[config.mk]
export PLATFORM = sky130hd
export DESIGN_NAME = ui_uart_tx_flat
export DESIGN_NICKNAME = d
export VERILOG_FILES = /design/src/rtl/ui_uart_pkg.sv /design/src/rtl/ui_uart_tx_if.sv /design/src/rtl/ui_uart_tx.sv /design/src/flat_wrapper.sv
export SDC_FILE = /design/constraint.sdc
export NUM_CORES = 1
export LEC_CHECK = 0
export BUFFER_PORTS_ARGS = -buffer_cell sky130_fd_sc_hd__buf_2
export CAP_MARGIN = 10
export CORE_MARGIN = 4
export CORE_UTILIZATION = 30
export CTS_BUF_LIST = sky130_fd_sc_hd__clkbuf_8
export DETAILED_ROUTE_END_ITERATION = 7
export PLACE_DENSITY_LB_ADDON = 0.08
export SYNTH_ARGS = -nofsm -noshare
export SYNTH_HDL_FRONTEND = slang
export SYNTH_SLANG_ARGS = --single-unit
[constraint.sdc]
create_clock -name clk -period 2.8 [get_ports clk]
set_input_delay 0.56 -clock clk [delete_from_list [all_inputs] [get_ports clk]]
set_output_delay 0.56 -clock clk [all_outputs]
set_load 0.05 [all_outputs]
[src/rtl/ui_uart_pkg.sv]
`timescale 1ns/1ps
// Shared UART definitions: transmitter state encoding, parity modes and the
// oversampling ratio of the common baud timing base.
package ui_uart_pkg;

  typedef enum logic [2:0] {
    ST_IDLE   = 3'd0,
    ST_START  = 3'd1,
    ST_DATA   = 3'd2,
    ST_PARITY = 3'd3,
    ST_STOP   = 3'd4
  } uart_tx_state_t;

  localparam int PAR_NONE        = 0;
  localparam int PAR_EVEN        = 1;
  localparam int PAR_ODD         = 2;
  localparam int UART_OVERSAMPLE = 16;

  // Odd parity inverts the XOR so the total count of ones on the line is odd.
  function automatic logic parity_bit(input logic [7:0] data, input int mode);
    parity_bit = (mode == PAR_ODD) ? ~(^data) : (^data);
  endfunction

endpackage

[src/rtl/ui_uart_tx_if.sv]
`timescale 1ns/1ps
// Byte handshake between the response formatter (master) and the UART
// transmitter (slave).
interface ui_uart_tx_if;
  logic [7:0] tx_data;
  logic       tx_valid;
  logic       tx_ready;

  modport master (output tx_data, output tx_valid, input tx_ready);
  modport slave  (input tx_data, input tx_valid, output tx_ready);
endinterface

[src/rtl/ui_uart_tx.sv]
`timescale 1ns/1ps
// Byte-wide UART transmitter: start bit, 8 data bits LSB first, optional
// parity and 1 or 2 stop bits, timed from a shared 16x baud enable.
module ui_uart_tx
  import ui_uart_pkg::*;
#(
  parameter int PARITY    = PAR_NONE,
  parameter int STOP_BITS = 1
) (
  input  logic       clk,
  input  logic       rst_n,
  input  logic       baud_x16_en,
  ui_uart_tx_if.slave tx_if,
  output logic       txd,
  output logic       tx_busy
);

  if (!(PARITY == PAR_NONE || PARITY == PAR_EVEN || PARITY == PAR_ODD)) begin : g_bad_parity
    $error("ui_uart_tx: PARITY must be 0, 1 or 2");
  end
  if (!(STOP_BITS == 1 || STOP_BITS == 2)) begin : g_bad_stop
    $error("ui_uart_tx: STOP_BITS must be 1 or 2");
  end

  localparam logic [3:0] LP_TICK_LAST = 4'(UART_OVERSAMPLE - 1);
  localparam logic       LP_STOP_LAST = 1'(STOP_BITS - 1);

  uart_tx_state_t r_state;
  logic [3:0]     r_tick;
  logic [2:0]     r_bit_idx;
  logic           r_stop_idx;
  logic [7:0]     r_shift;
  logic           r_par;
  logic           r_txd;
  logic           r_ready;
  logic           r_busy;

  uart_tx_state_t w_state_nxt;
  logic [3:0]     w_tick_nxt;
  logic [2:0]     w_bit_idx_nxt;
  logic           w_stop_idx_nxt;
  logic [7:0]     w_shift_nxt;
  logic           w_par_nxt;
  logic           w_txd_nxt;
  logic           w_ready_nxt;
  logic           w_busy_nxt;
  logic           w_tick_en;
  logic           w_bit_end;

  assign w_tick_en = (r_state != ST_IDLE) && baud_x16_en;
  assign w_bit_end = w_tick_en && (r_tick == LP_TICK_LAST);

  // Next-state and next-output logic; every output is registered below.
  always_comb begin
    w_state_nxt    = r_state;
    w_tick_nxt     = w_tick_en ? (r_tick + 4'd1) : r_tick;
    w_bit_idx_nxt  = r_bit_idx;
    w_stop_idx_nxt = r_stop_idx;
    w_shift_nxt    = r_shift;
    w_par_nxt      = r_par;
    w_txd_nxt      = r_txd;
    w_ready_nxt    = r_ready;
    w_busy_nxt     = r_busy;

    case (r_state)
      ST_IDLE: begin
        if (tx_if.tx_valid && r_ready) begin
          w_state_nxt    = ST_START;
          w_shift_nxt    = tx_if.tx_data;
          w_par_nxt      = parity_bit(tx_if.tx_data, PARITY);
          w_tick_nxt     = 4'd0;
          w_bit_idx_nxt  = 3'd0;
          w_stop_idx_nxt = 1'b0;
          w_txd_nxt      = 1'b0;
          w_ready_nxt    = 1'b0;
          w_busy_nxt     = 1'b1;
        end else begin
          w_txd_nxt = 1'b1;
        end
      end

      ST_START: begin
        if (w_bit_end) begin
          w_state_nxt = ST_DATA;
          w_txd_nxt   = r_shift[0];
        end else begin
          w_txd_nxt = 1'b0;
        end
      end

      ST_DATA: begin
        if (w_bit_end) begin
          if (r_bit_idx == 3'd7) begin
            if (PARITY != PAR_NONE) begin
              w_state_nxt = ST_PARITY;
              w_txd_nxt   = r_par;
            end else begin
              w_state_nxt    = ST_STOP;
              w_stop_idx_nxt = 1'b0;
              w_txd_nxt      = 1'b1;
            end
          end else begin
            // Shift first so bit 0 of the register is always the bit on the line.
            w_shift_nxt   = {1'b0, r_shift[7:1]};
            w_txd_nxt     = r_shift[1];
            w_bit_idx_nxt = r_bit_idx + 3'd1;
          end
        end else begin
          w_txd_nxt = r_shift[0];
        end
      end

      ST_PARITY: begin
        if (w_bit_end) begin
          w_state_nxt    = ST_STOP;
          w_stop_idx_nxt = 1'b0;
          w_txd_nxt      = 1'b1;
        end else begin
          w_txd_nxt = r_par;
        end
      end

      ST_STOP: begin
        if (w_bit_end) begin
          if (r_stop_idx == LP_STOP_LAST) begin
            w_state_nxt = ST_IDLE;
            w_ready_nxt = 1'b1;
            w_busy_nxt  = 1'b0;
          end else begin
            w_stop_idx_nxt = r_stop_idx + 1'b1;
          end
        end else begin
          w_txd_nxt = 1'b1;
        end
      end

      default: begin
        w_state_nxt = ST_IDLE;
        w_tick_nxt  = 4'd0;
        w_txd_nxt   = 1'b1;
        w_ready_nxt = 1'b1;
        w_busy_nxt  = 1'b0;
      end
    endcase
  end

  // State, counters, datapath and registered outputs.
  always_ff @(posedge clk or negedge rst_n) begin
    if (!rst_n) begin
      r_state    <= ST_IDLE;
      r_tick     <= 4'd0;
      r_bit_idx  <= 3'd0;
      r_stop_idx <= 1'b0;
      r_shift    <= 8'd0;
      r_par      <= 1'b0;
      r_txd      <= 1'b1;
      r_ready    <= 1'b1;
      r_busy     <= 1'b0;
    end else begin
      r_state    <= w_state_nxt;
      r_tick     <= w_tick_nxt;
      r_bit_idx  <= w_bit_idx_nxt;
      r_stop_idx <= w_stop_idx_nxt;
      r_shift    <= w_shift_nxt;
      r_par      <= w_par_nxt;
      r_txd      <= w_txd_nxt;
      r_ready    <= w_ready_nxt;
      r_busy     <= w_busy_nxt;
    end
  end

  assign txd            = r_txd;
  assign tx_busy        = r_busy;
  assign tx_if.tx_ready = r_ready;

endmodule
[src/flat_wrapper.sv]
// flat-port wrapper written by rule: the top's interface ports become plain ports
module ui_uart_tx_flat import ui_uart_pkg::*;
#(
  parameter int PARITY    = PAR_NONE,
  parameter int STOP_BITS = 1
)
  (clk, rst_n, baud_x16_en, txd, tx_busy, tx_if_tx_data, tx_if_tx_valid, tx_if_tx_ready);
  ui_uart_tx_if tx_if_i ();
  input  logic clk;
  input  logic rst_n;
  input  logic baud_x16_en;
  output logic txd;
  output logic tx_busy;
  input wire logic [$bits(tx_if_i.tx_data)-1:0] tx_if_tx_data;
  input wire logic [$bits(tx_if_i.tx_valid)-1:0] tx_if_tx_valid;
  output wire logic [$bits(tx_if_i.tx_ready)-1:0] tx_if_tx_ready;
  assign tx_if_i.tx_data = tx_if_tx_data;
  assign tx_if_i.tx_valid = tx_if_tx_valid;
  assign tx_if_tx_ready = tx_if_i.tx_ready;
  ui_uart_tx #(.PARITY(PARITY), .STOP_BITS(STOP_BITS)) u_core (.clk(clk), .rst_n(rst_n), .baud_x16_en(baud_x16_en), .tx_if(tx_if_i), .txd(txd), .tx_busy(tx_busy));
endmodule
# --- Word level (Yosys, flattened, before mapping) ---
# Cells that the tools add are included.
totals:
  register_bits: 23
  latch_bits: 0
  ramBits: 0
  rom_bits: 0
  out_inout_bits: 3
  word_cells: 83
  n_memories: 0
classes:
  addsub: 3
  n_mul: 0
  n_div: 0
  n_lt_le_gt_ge: 0
  n_eq_ne: 15
  n_shift: 0
  n_mux: 40
  n_bitwise: 1
  n_reduce_logical: 15
ops:
  columns: ["operator", "n"]
  rows:
  - ["2-to-1 mux 3 bit", 10]
  - ["2-to-1 mux 8 bit", 3]
  - ["2-to-1 mux 1 bit", 17]
  - ["one-hot mux 8 bit (2 select lines)", 1]
  - ["one-hot mux 3 bit (5 select lines)", 1]
  - ["inequality test 2 x 1 -> 1 bit (second input constant)", 6]
  - ["2-to-1 mux 4 bit", 2]
  - ["one-hot mux 4 bit (2 select lines)", 1]
  - ["AND reduction 4 bit", 2]
  - ["XOR reduction 8 bit", 1]
  - ["AND reduction 7 bit", 1]
  - ["equality test 3 x 2 -> 1 bit (second input constant)", 2]
  - ["equality test 3 bit (second input constant)", 2]
  - ["inequality test 2 bit (second input constant)", 3]
  - ["one-hot mux 1 bit (3 select lines)", 2]
  - ["one-hot mux 3 bit (2 select lines)", 1]
  - ["AND reduction 6 bit", 1]
  - ["one-hot mux 1 bit (5 select lines)", 1]
  - ["adder 4 x 1 -> 4 bit (second input constant)", 1]
  - ["equality test 4 bit (second input constant)", 1]
  - ["one-hot mux 1 bit (4 select lines)", 1]
  - ["nonzero test 4 bit", 1]
  - ["OR reduction 4 bit", 1]
  - ["adder 3 x 1 -> 3 bit (second input constant)", 1]
  - ["9 further kinds", 11]

# --- Depth between registers and ports, before layout ---
# Gate-level depths: netlist (run 1).
logic_depth:
  word_depth: 5
  ltp_mapped: 6

# --- Worst setup path before layout (run 1) ---
# Ideal clock, no wire load.
synth_path:
  path_kind: "register -> register"
  startpoint: "register u_core.r_ready, in the netlist u_core.tx_if.tx_ready"
  endpoint: "register u_core.r_bit_idx[0]"
  setup_ns: 0.125
  arrival_ns: 1.565
  path_slack_ns: 1.110
  stages_incl_launch_ff: 6
  path_buffers: 1
  period_less_slack_ns: 1.690
  cell_sequence: "dfstp_2 > nand2_1 > nor2_1 > o21ai_1 > buf_6 > mux2_4"
synth_via:
  elab_chain_len: 3
synth_rtl:
  columns: ["element", "line", "rtl"]
  rows:
  - ["from (decl)", "ui_uart_tx.sv:35", "logic r_ready;"]
  - ["from (signal assigned)", "ui_uart_tx.sv:167", "r_ready <= w_ready_nxt;"]
  - ["logical AND 1 bit", "ui_uart_tx.sv:67", "if (tx_if.tx_valid && r_ready) begin"]
  - ["inequality test 2 x 1 -> 1 bit (no source line)", null, null]
  - ["AND reduction 4 bit (no source line)", null, null]
  - ["to (signal assigned)", "ui_uart_tx.sv:162", "r_bit_idx <= w_bit_idx_nxt;"]
  - ["to (decl)", "ui_uart_tx.sv:30", "logic [2:0] r_bit_idx;"]
# No other way between the ends.
# A chain may end at the register's enable or synchronous reset.

# --- Worst setup path after layout (run 1) ---
layout_path:
  startpoint: "register u_core.r_bit_idx[0]"
  endpoint: "register u_core.r_shift[5]"
layout_via:
  elab_chain_len: 3
layout_rtl:
  columns: ["element", "line", "rtl"]
  rows:
  - ["equality test 3 bit", "ui_uart_tx.sv:93", "if (r_bit_idx == 3'd7) begin"]
  - ["inequality test 2 bit (no source line)", null, null]
  - ["AND reduction 4 bit (no source line)", null, null]
  - ["to (signal assigned)", "ui_uart_tx.sv:164", "r_shift <= w_shift_nxt;"]
  - ["to (decl)", "ui_uart_tx.sv:32", "logic [7:0] r_shift;"]
# No other way between the ends.

==> impl_metrics.py, run 1 <==
metrics = {
    "sta": {
        "finalCriticalPeriod_ns": 1.75,
        "worst_slew_pin_slew_ns": 0.659,
        "rsz0062_at_grt": "no",
        "hold_slack_ns": 0.249,
        "slew_headroom": 0.557,
        "fin_setup_tns_ns": 0,
        "finalClockSkew_ns": 0.0108,
        "hold_viol": 0,
        "finalMaxSlewViolations": 0,
        "fmax_ghz": 0.571,
        "setup_viol": 0,
        "fin_crit_sh": 0.625,
    },
    "cts": {
        "tritoncts": "built",
        "cts_buffer_depth": 2,
        "cts_setup_buffers": 0,
        "ctsResizeCount": 0,
        "clk_pin_slew_ns": 0.09,
        "h-tree-depth": 1,
        "cts_made_buffers": 3,
        "clock_sinks": 22,
        "hold_buffers": 0,
        "clkLatencyLatePin_ns": 0.27,
        "root_buffer": "clkbuf_8",
    },
    "global_routing": {
        "grt_pass1_wl_mm": 4.33,
        "antenna_found_initial": 0,
        "grt_max_degree": 23,
        "grt_usage": 0.107,
        "grt.overflow.total": 0,
        "grt_pass1_vias": 894,
    },
    "worst_hold_path": {
        "hp-class": "input port to async pin",
    },
    "routing": {
        "met1Wirelength_mm": 1.24,
        "first_pass_iters": 4,
        "wl_per_cell_um": 13.8,
        "met3_length_um": 100,
        "top_layer": "met4",
        "vias": 849,
        "wl_mm": 2.42,
        "drc": 0,
        "drt_iter0_drc": 36,
        "viasPerCell": 4.85,
        "ant_nets": 0,
        "wl_met2_mm": 1.05,
    },
    "synthesis": {
        "yosysUniqueCellTypes": 33,
        "synth_top_family_by_area": "multiplexers",
        "synthFlopType": "dfrtp_1",
        "synth_edf_count": 0,
        "synth_nets": 126,
        "syn-instance-count": 111,
        "post_synth_xor_area_fraction": 0.0785,
        "synthMuxAreaShare": 0.192,
        "synthesis.area_mm2": 0.00123,
        "synth_compound_area_frac": 0.0775,
        "ys.warnings.count": 0,
        "syn_area_per_cell_um2": 11.1,
        "seq_area_frac_synth": 0.451,
        "async_flop_share": 1.00,
        "synth-seq-cells": 22,
        "synth_simple_gate_area_frac": 0.146,
        "synthAdderAreaFrac": 0.0306,
    },
    "worst_setup_path": {
        "start_kind": "register",
        "cp_cell_sequence": "ha_1 -> ha_1 -> nor3_1 -> o21ai_1 -> buf_4 -> mux2_4",
        "crit_slowest_cell": "dfrtp_1",
        "critical-path-top-delay-family": "adder cells",
        "setup.worst_path.class": "register to register",
        "crit_path_frequent_cell": "ha_1",
        "critPathMaxFanout": 11,
        "end_kind": "register",
        "slowest_delay_ns": 0.41,
        "crit_arrival_ns": 1.90,
        "crit_buf_inv": 1,
        "worst_ep_required_time_ns": 2.95,
        "r2r_slack_ns": 1.05,
    },
    "cells_and_area": {
        "fillers": 387,
        "fin_nets": 143,
        "regArea_um2": 553,
        "multi_input_area_um2": 643,
        "layout_common_cells": "dfrtp_1 (20), buf_2 (14), xnor2_1 (8)",
        "antenna_cells": 0,
        "area_growth_pct": 15.4,
        "drive_gt1_frac": 0.299,
        "final_common_cell": "dfrtp_1",
    },
    "outcome": {
        "status": "finished, final reports clean",
    },
    "run": {
        "maxCapViolations": 0,
    },
    "power": {
        "p_leak_nw": 0.679,
        "p_per_area_mw_per_mm2": 1030,
        "fin_total_pwr_mw": 1.46,
        "ir_drop_uv": 536,
    },
    "floorplanning": {
        "die_h_um": 72.0,
        "core_area_mm2": 0.00380,
        "io_pins": 15,
        "die_w_um": 72.0,
        "die_area_mm2": 0.00518,
        "fp-row-count": 22,
        "start_util": 0.323,
    },
    "place": {
        "place_congestion": 0.724,
        "port_buffers": 14,
        "dp_hpwl_mm": 1.71,
    },
}
## final timing paths
kind,start,endpoint,depth (start not counted)
worst max-delay path,u_core.r_bit_idx[0],u_core.r_shift[5],6
min in group clk,tx_if_tx_valid,u_core.tx_if.tx_ready,2
max in group asynchronous,rst_n,u_core.txd,1
worst min-delay path,rst_n,u_core.r_tick[2],1
worst max register to register,u_core.r_bit_idx[0],u_core.r_shift[5],6
worst min register to register,u_core.r_shift[6],u_core.r_shift[6],1
## power breakdown
| group | internal (mW) | leakage [nW] | switching, mW |
|---|---|---|---|
| combinational | 0.280 | 0.368 | 0.331 |
| sequential | 0.437 | 0.275 | 0.113 |
| clock | 0.191 | 0.0357 | 0.110 |
| total | 0.908 | 0.679 | 0.554 |
## sequential cells by signal, summed over array words and instances, names as in the netlist
register               cells
u_core.r_shift             8
u_core.r_par               1
u_core.r_tick              4
u_core.tx_if.tx_ready      1
u_core.tx_busy             1
u_core.r_state             3
u_core.txd                 1
u_core.r_bit_idx           3
## cells in the mapped netlist, types with 2 or more instances
library cell   n  share of area
mux2i_1        4          0.033
nand3_1        4          0.016
ha_1           3          0.031
nand4_1        2          0.010
xnor2_1        8          0.057
nor3_1         5          0.020
xor2_1         3          0.021
dfstp_2        2          0.043
inv_1          2         0.0061
mux2_2         7          0.064
a21oi_1        4          0.016
nor2_1         7          0.021
a31oi_1        3          0.015
mux2_4         7          0.086
dfrtp_1       20           0.41
nand2_1        7          0.021
o21ai_0        7          0.029
## cells by family after synthesis
kind of cell,count (synthesis)
DFF,22
AOI/OAI and AO/OA,17
muxes,19
buffers and inverters,6
xor gates and xnor gates,11
adders and majority gates,3
and+or+nand+nor,33
## metrics by stage
step                      utilization  setup slack (ns)  instances  area [um2]
final                           0.373              1.05        175        1420
after global routing            0.373             0.922        175        1420
after CTS                       0.373              1.01        175        1420
after detailed placement        0.354             0.957        171        1350
after global placement          0.354             0.962        171        1350
after floorplan                     -              1.11        111        1230
## final cells by class
class,count,share of cell area
clock buffer,3,0.0292
clock inverter,1,0.0212
inverter,3,0.00795
multi-input combinational,83,0.454
sequential,22,0.390
tap,48,0.0424
timing repair buffer,15,0.0548
## layer usage
metal | up-vias | global-route usage
li1 | 428 | -
met1 | 404 | 0.150
met2 | 15 | 0.159
met3 | 2 | 0.0332
met4 | 0 | 0.0313
met5 | - | 0
(Power assumes the default switching activity.)
==> inputs of run 2 (changes only) <==
--- a/config.mk
+++ b/config.mk
@@ -5,6 +5,7 @@
 export SDC_FILE = /design/constraint.sdc
 export NUM_CORES = 1
 export LEC_CHECK = 0
+export ABC_AREA = 1
 export BUFFER_PORTS_ARGS = -buffer_cell sky130_fd_sc_hd__buf_2
 export CAP_MARGIN = 10
 export CORE_MARGIN = 4
==> constraint.sdc (replaced) <==
create_clock -name clk -period 1.8 [get_ports clk]
set_input_delay 0.36 -clock clk [delete_from_list [all_inputs] [get_ports clk]]
set_output_delay 0.36 -clock clk [all_outputs]
set_load 0.05 [all_outputs]
==> impl_metrics.py, run 2 <==
metrics = {
    "sta": {
        "fin_setup_tns_ns": 0,
        "hold_slack_ns": 0.0507,
        "rsz0062_at_grt": "no",
        "fin_crit_sh": 0.875,
        "hold_viol": 0,
        "finalClockSkew_ns": 0.00623,
        "finalMaxSlewViolations": 0,
        "worst_slew_pin_slew_ns": 0.503,
        "finalCriticalPeriod_ns": 1.58,
        "setup_slack_ns": 0.225,
        "setup_viol": 0,
        "slew_headroom": 0.665,
        "fmax_ghz": 0.635,
    },
    "power": {
        "fin_total_pwr_mw": 0.917,
        "ir_drop_uv": 267,
        "p_per_area_mw_per_mm2": 603,
        "p_leak_nw": 0.774,
    },
    "cells_and_area": {
        "final_area_mm2": 0.00152,
        "reg_top3": "u_core.r_shift x8, u_core.r_tick x4",
        "largest_register": "u_core.r_shift",
        "antenna_cells": 0,
        "fin_util": 0.349,
        "largest_register_ff_count": 8,
        "final_common_cell": "nand2_1",
        "fillers": 474,
        "regArea_um2": 553,
        "drive_gt1_frac": 0.249,
        "layout_common_cells": "nand2_1 (46), dfrtp_1 (20), inv_1 (19), buf_2 (14), nor2_1 (11)",
        "fin_nets": 201,
        "multi_input_area_um2": 677,
        "instances_no_fill": 237,
        "area_growth_pct": 12.8,
    },
    "floorplanning": {
        "start_util": 0.309,
        "die_h_um": 75.0,
        "fp-row-count": 24,
        "core_area_mm2": 0.00435,
        "io_pins": 15,
        "die_w_um": 75.0,
        "die_area_mm2": 0.00562,
    },
    "routing": {
        "viasPerCell": 4.58,
        "ant_nets": 0,
        "wl_per_cell_um": 11.3,
        "wl_mm": 2.67,
        "drc": 0,
        "drt_iter0_drc": 60,
        "vias": 1086,
        "first_pass_iters": 5,
    },
    "worst_setup_path": {
        "end_kind": "register",
        "crit_arrival_ns": 1.77,
        "setup.worst_path.class": "register to register",
        "worst_ep_required_time_ns": 2.00,
        "start_kind": "register",
        "critPathMaxFanout": 16,
    },
    "global_routing": {
        "grt.overflow.total": 0,
        "grt_pass1_wl_mm": 4.41,
        "antenna_found_initial": 0,
        "grt_max_degree": 23,
        "grt_pass1_vias": 999,
        "grt_usage": 0.105,
    },
    "synthesis": {
        "synth_common_cells": "nand2_1 (46), dfrtp_1 (20), inv_1 (19)",
        "synthesis.area_mm2": 0.00135,
        "ys.warnings.count": 0,
        "synth_top_area_cell": "dfrtp_1",
        "synth_nets": 183,
        "syn-instance-count": 168,
        "yosys.cell_count.top_type": "nand2_1",
        "synthFlopType": "dfrtp_1",
        "synth_top_area_share": 0.372,
        "async_flop_share": 1.00,
        "yosys-top-cells-area": "dfrtp_1 (37%), nand2_1 (13%), inv_1 (5.3%), o21ai_2 (5.2%), dfstp_2 (3.9%)",
        "seq_area_frac_synth": 0.411,
        "synth-seq-cells": 22,
        "synth_edf_count": 0,
        "yosysUniqueCellTypes": 26,
        "syn_area_per_cell_um2": 8.01,
    },
    "place": {
        "place_congestion": 0.766,
        "place_worst_setup_slack_ns": 0.250,
        "placed_cell_area_mm2": 0.00146,
        "dp_hpwl_mm": 2.08,
        "port_buffers": 14,
        "placed_cells_incl_taps": 233,
    },
    "cts": {
        "clk_pin_slew_ns": 0.08,
        "h-tree-depth": 1,
        "cts_setup_buffers": 0,
        "ctsResizeCount": 0,
        "cts_made_buffers": 3,
        "tritoncts": "built",
        "clkLatencyLatePin_ns": 0.26,
        "hold_buffers": 0,
        "root_buffer": "clkbuf_8",
        "cts_buffer_depth": 2,
        "clock_sinks": 22,
    },
    "worst_hold_path": {
        "hp-class": "input port to async pin",
    },
    "outcome": {
        "status": "finished, final reports clean",
    },
    "run": {
        "maxCapViolations": 0,
    },
}
-- run 2: cell types whose count changed after synthesis, moves of 3 or more --
cell     before  now
mux2_2        7    0
nand4_1       2    5
o21ai_1       1    4
mux2_4        7    0
nor2_1        7   11
o21ai_2       0    8
inv_1         2   19
nand2_1       7   46
nand2_2       0    6
mux2i_1       4    0
xnor2_1       8    4
nand2_4       0    4
nand3_1       4    7
a31oi_1       3    0
-- run 2: final cells by class --
type	count	area share
Sequential cell	22	0.364
Tap cell	52	0.0428
Timing Repair Buffer	15	0.0511
Clock buffer	4	0.0362
Inverter	23	0.0601
Multi-Input combinational cell	121	0.446
-- run 2: worst max-delay path, cell delays in order (launching register included) --
cell,delay (ns)
dfrtp_1,0.40
ha_1,0.19
nand2_1,0.06
nor2_1,0.21
nand3_4,0.14
nand2_2,0.11
nand2_4,0.08
inv_6,0.15
nand3_1,0.10
o21ai_2,0.06
-- run 2: logic make-up (layout without fill, tap and decap cells) --
kind of cell,after synthesis,in the layout,share of synthesized area
and+or+nand+nor,87,87,0.316
buffers and inverters,25,42,0.0864
AOI/OAI and AO/OA,24,24,0.113
DFF,22,22,0.411
xor gates and xnor gates,7,7,0.0455
adders and majority gates,3,3,0.0279
-- run 2: worst paths after layout --
path,from,to,slack (ns),cells after the start
max reg2reg,u_core.r_tick[1],u_core.r_bit_idx[0],0.22,9
min,rst_n,u_core.r_tick[0],0.05,1
min in group clk,tx_if_tx_data[7],u_core.r_shift[7],0.37,3
max,u_core.r_tick[1],u_core.r_bit_idx[0],0.22,9
min reg2reg,u_core.tx_if.tx_ready,u_core.tx_if.tx_ready,0.49,2
max in group asynchronous,rst_n,u_core.tx_if.tx_ready,1.39,1
-- run 2: power by group --
group	switching (mW)	internal, mW
combinational	0.0372	0.0254
sequential	0	0.494
clock	0.165	0.195
total	0.202	0.714
-- run 2: layer usage --
metal / share of wire / global-route usage
met1: 0.46 / 0.128
met2: 0.48 / 0.178
met3: 0.045 / 0.0294
met4: 0.0090 / 0.0356
met5: 0 / 0
==> inputs of run 3 (changes only) <==
--- a/config.mk
+++ b/config.mk
@@ -13,6 +13,7 @@
 export CTS_BUF_LIST = sky130_fd_sc_hd__clkbuf_8
 export DETAILED_ROUTE_END_ITERATION = 7
 export PLACE_DENSITY_LB_ADDON = 0.08
+export RECOVER_POWER = 25
 export SYNTH_ARGS = -nofsm -noshare
 export SYNTH_HDL_FRONTEND = slang
 export SYNTH_SLANG_ARGS = --single-unit
==> impl_metrics.py, run 3 (synthesis results as in run 2) <==
metrics = {
    "floorplanning": {
        "fp-row-count": 24,
        "io_pins": 15,
        "die_area_mm2": 0.00562,
        "die_h_um": 75.0,
        "die_w_um": 75.0,
        "start_util": 0.309,
        "core_area_mm2": 0.00435,
    },
    "cells_and_area": {
        "final_area_mm2": 0.00152,
        "fillers": 475,
        "reg_top3": "u_core.r_shift x8, u_core.r_tick x4",
        "drive_gt1_frac": 0.243,
        "fin_util": 0.349,
        "layout_common_cells": "nand2_1 (46), dfrtp_1 (20), inv_1 (19), buf_2 (13), nor2_1 (11)",
        "antenna_cells": 0,
        "regArea_um2": 553,
        "multi_input_area_um2": 677,
        "fin_nets": 201,
        "largest_register": "u_core.r_shift",
        "final_common_cell": "nand2_1",
        "area_growth_pct": 12.7,
        "largest_register_ff_count": 8,
    },
    "routing": {
        "ant_nets": 0,
        "wl_per_cell_um": 11.3,
        "drt_iter0_drc": 60,
        "drc": 0,
        "vias": 1090,
        "viasPerCell": 4.60,
        "wl_mm": 2.68,
        "first_pass_iters": 4,
    },
    "worst_setup_path": {
        "setup.worst_path.class": "register to register",
        "critPathMaxFanout": 16,
        "crit_arrival_ns": 1.77,
        "start_kind": "register",
        "ff2ff_path_depth": 9,
        "end_kind": "register",
        "r2r_slack_ns": 0.23,
        "r2r_end": "u_core.r_bit_idx[0]",
        "worst_ep_required_time_ns": 2.00,
        "worstReg2RegStart": "u_core.r_tick[1]",
    },
    "place": {
        "place_worst_setup_slack_ns": 0.250,
        "port_buffers": 14,
        "place_congestion": 0.766,
        "dp_hpwl_mm": 2.08,
        "placed_cell_area_mm2": 0.00146,
    },
    "sta": {
        "finalMaxSlewViolations": 0,
        "setup_slack_ns": 0.226,
        "fin_setup_tns_ns": 0,
        "rsz0062_at_grt": "no",
        "setup_viol": 0,
        "slew_headroom": 0.197,
        "fin_crit_sh": 0.875,
        "finalClockSkew_ns": 0.00623,
        "fmax_ghz": 0.635,
        "hold_viol": 0,
        "worst_slew_pin_slew_ns": 1.20,
        "finalCriticalPeriod_ns": 1.57,
    },
    "outcome": {
        "status": "finished, final reports clean",
    },
    "cts": {
        "clkLatencyLatePin_ns": 0.26,
        "cts_made_buffers": 3,
        "h-tree-depth": 1,
        "clk_pin_slew_ns": 0.08,
        "clock_sinks": 22,
        "ctsResizeCount": 0,
        "tritoncts": "built",
        "cts_buffer_depth": 2,
        "root_buffer": "clkbuf_8",
        "cts_setup_buffers": 0,
        "hold_buffers": 0,
    },
    "run": {
        "maxCapViolations": 0,
    },
    "power": {
        "p_seq_frac": 0.539,
        "ir_drop_uv": 267,
        "fin_total_pwr_mw": 0.916,
        "p_int_mw": 0.714,
        "p_per_area_mw_per_mm2": 604,
        "p_sw_frac": 0.221,
        "p_comb_frac": 0.068,
        "p_leak_nw": 0.772,
        "pwr-share-clk": 0.393,
        "switching_power_mw": 0.202,
    },
    "global_routing": {
        "grt_pass1_wl_mm": 4.41,
        "grt_max_degree": 23,
        "grt_usage": 0.105,
        "grt_pass1_vias": 999,
        "antenna_found_initial": 0,
        "grt.overflow.total": 0,
    },
    "worst_hold_path": {
        "hp-class": "input port to async pin",
    },
}
==> run 3: changes by cell type in the layout (fill, tap and decap cells not counted), sizes merged <==
cell / delta
buf: -1
clkbuf: +1
==> run 3: final cells by class <==
| type | count | area share |
|---|---|---|
| Clock buffer | 4 | 0.0363 |
| Inverter | 23 | 0.0602 |
| Multi-Input combinational cell | 121 | 0.446 |
| Sequential cell | 22 | 0.364 |
| Tap cell | 52 | 0.0429 |
| Timing Repair Buffer | 15 | 0.0503 |
==> run 3: worst max-delay path by stage <==
stage	startpoint	end	slack, ns
finish	u_core.r_tick[1]	u_core.r_bit_idx[0]	0.23
global route	u_core.r_tick[1]	u_core.tx_busy	0.06
CTS	u_core.r_tick[1]	u_core.r_bit_idx[0]	0.22
detailed placement	u_core.r_tick[1]	u_core.r_bit_idx[0]	0.25
global placement	u_core.r_tick[1]	u_core.tx_busy	0.31
floorplan	u_core.tx_if.tx_ready	u_core.r_bit_idx[0]	0.37
==> run 3: stage by stage <==
step           cells  hold WS (ns)
6_report         237         0.317
5_1_grt          237         0.375
4_1_cts          237        0.0659
3_5_place_dp     233         0.366
3_3_place_gp     233         0.365
2_1_floorplan    168        0.0644
==> run 3: metal layers <==
| layer | vias up | routed length, um | global-route usage |
|---|---|---|---|
| met5 | - | 0 | 0 |
| met4 | 0 | 24 | 0.0356 |
| met3 | 2 | 122 | 0.0294 |
| met2 | 26 | 1290 | 0.178 |
| met1 | 491 | 1240 | 0.128 |
| li1 | 571 | - | - |
==> run 3: worst max-delay path, stage by stage (launching register included) <==
cell,delay (ns)
dfrtp_1,0.40
ha_1,0.19
nand2_1,0.06
nor2_1,0.21
nand3_4,0.14
nand2_2,0.11
nand2_4,0.08
inv_6,0.15
nand3_1,0.10
o21ai_2,0.06
==> run 3: power by group through the flow <==
stage          registers, mW  logic [mW]  clock network, mW
2_1_floorplan          0.504      0.0309                  0
3_3_place_gp           0.504      0.0631                  0
3_5_place_dp           0.504      0.0639                  0
4_1_cts                0.494      0.0643              0.378
5_1_grt                0.494      0.0710              0.397
6_report               0.494      0.0622              0.360
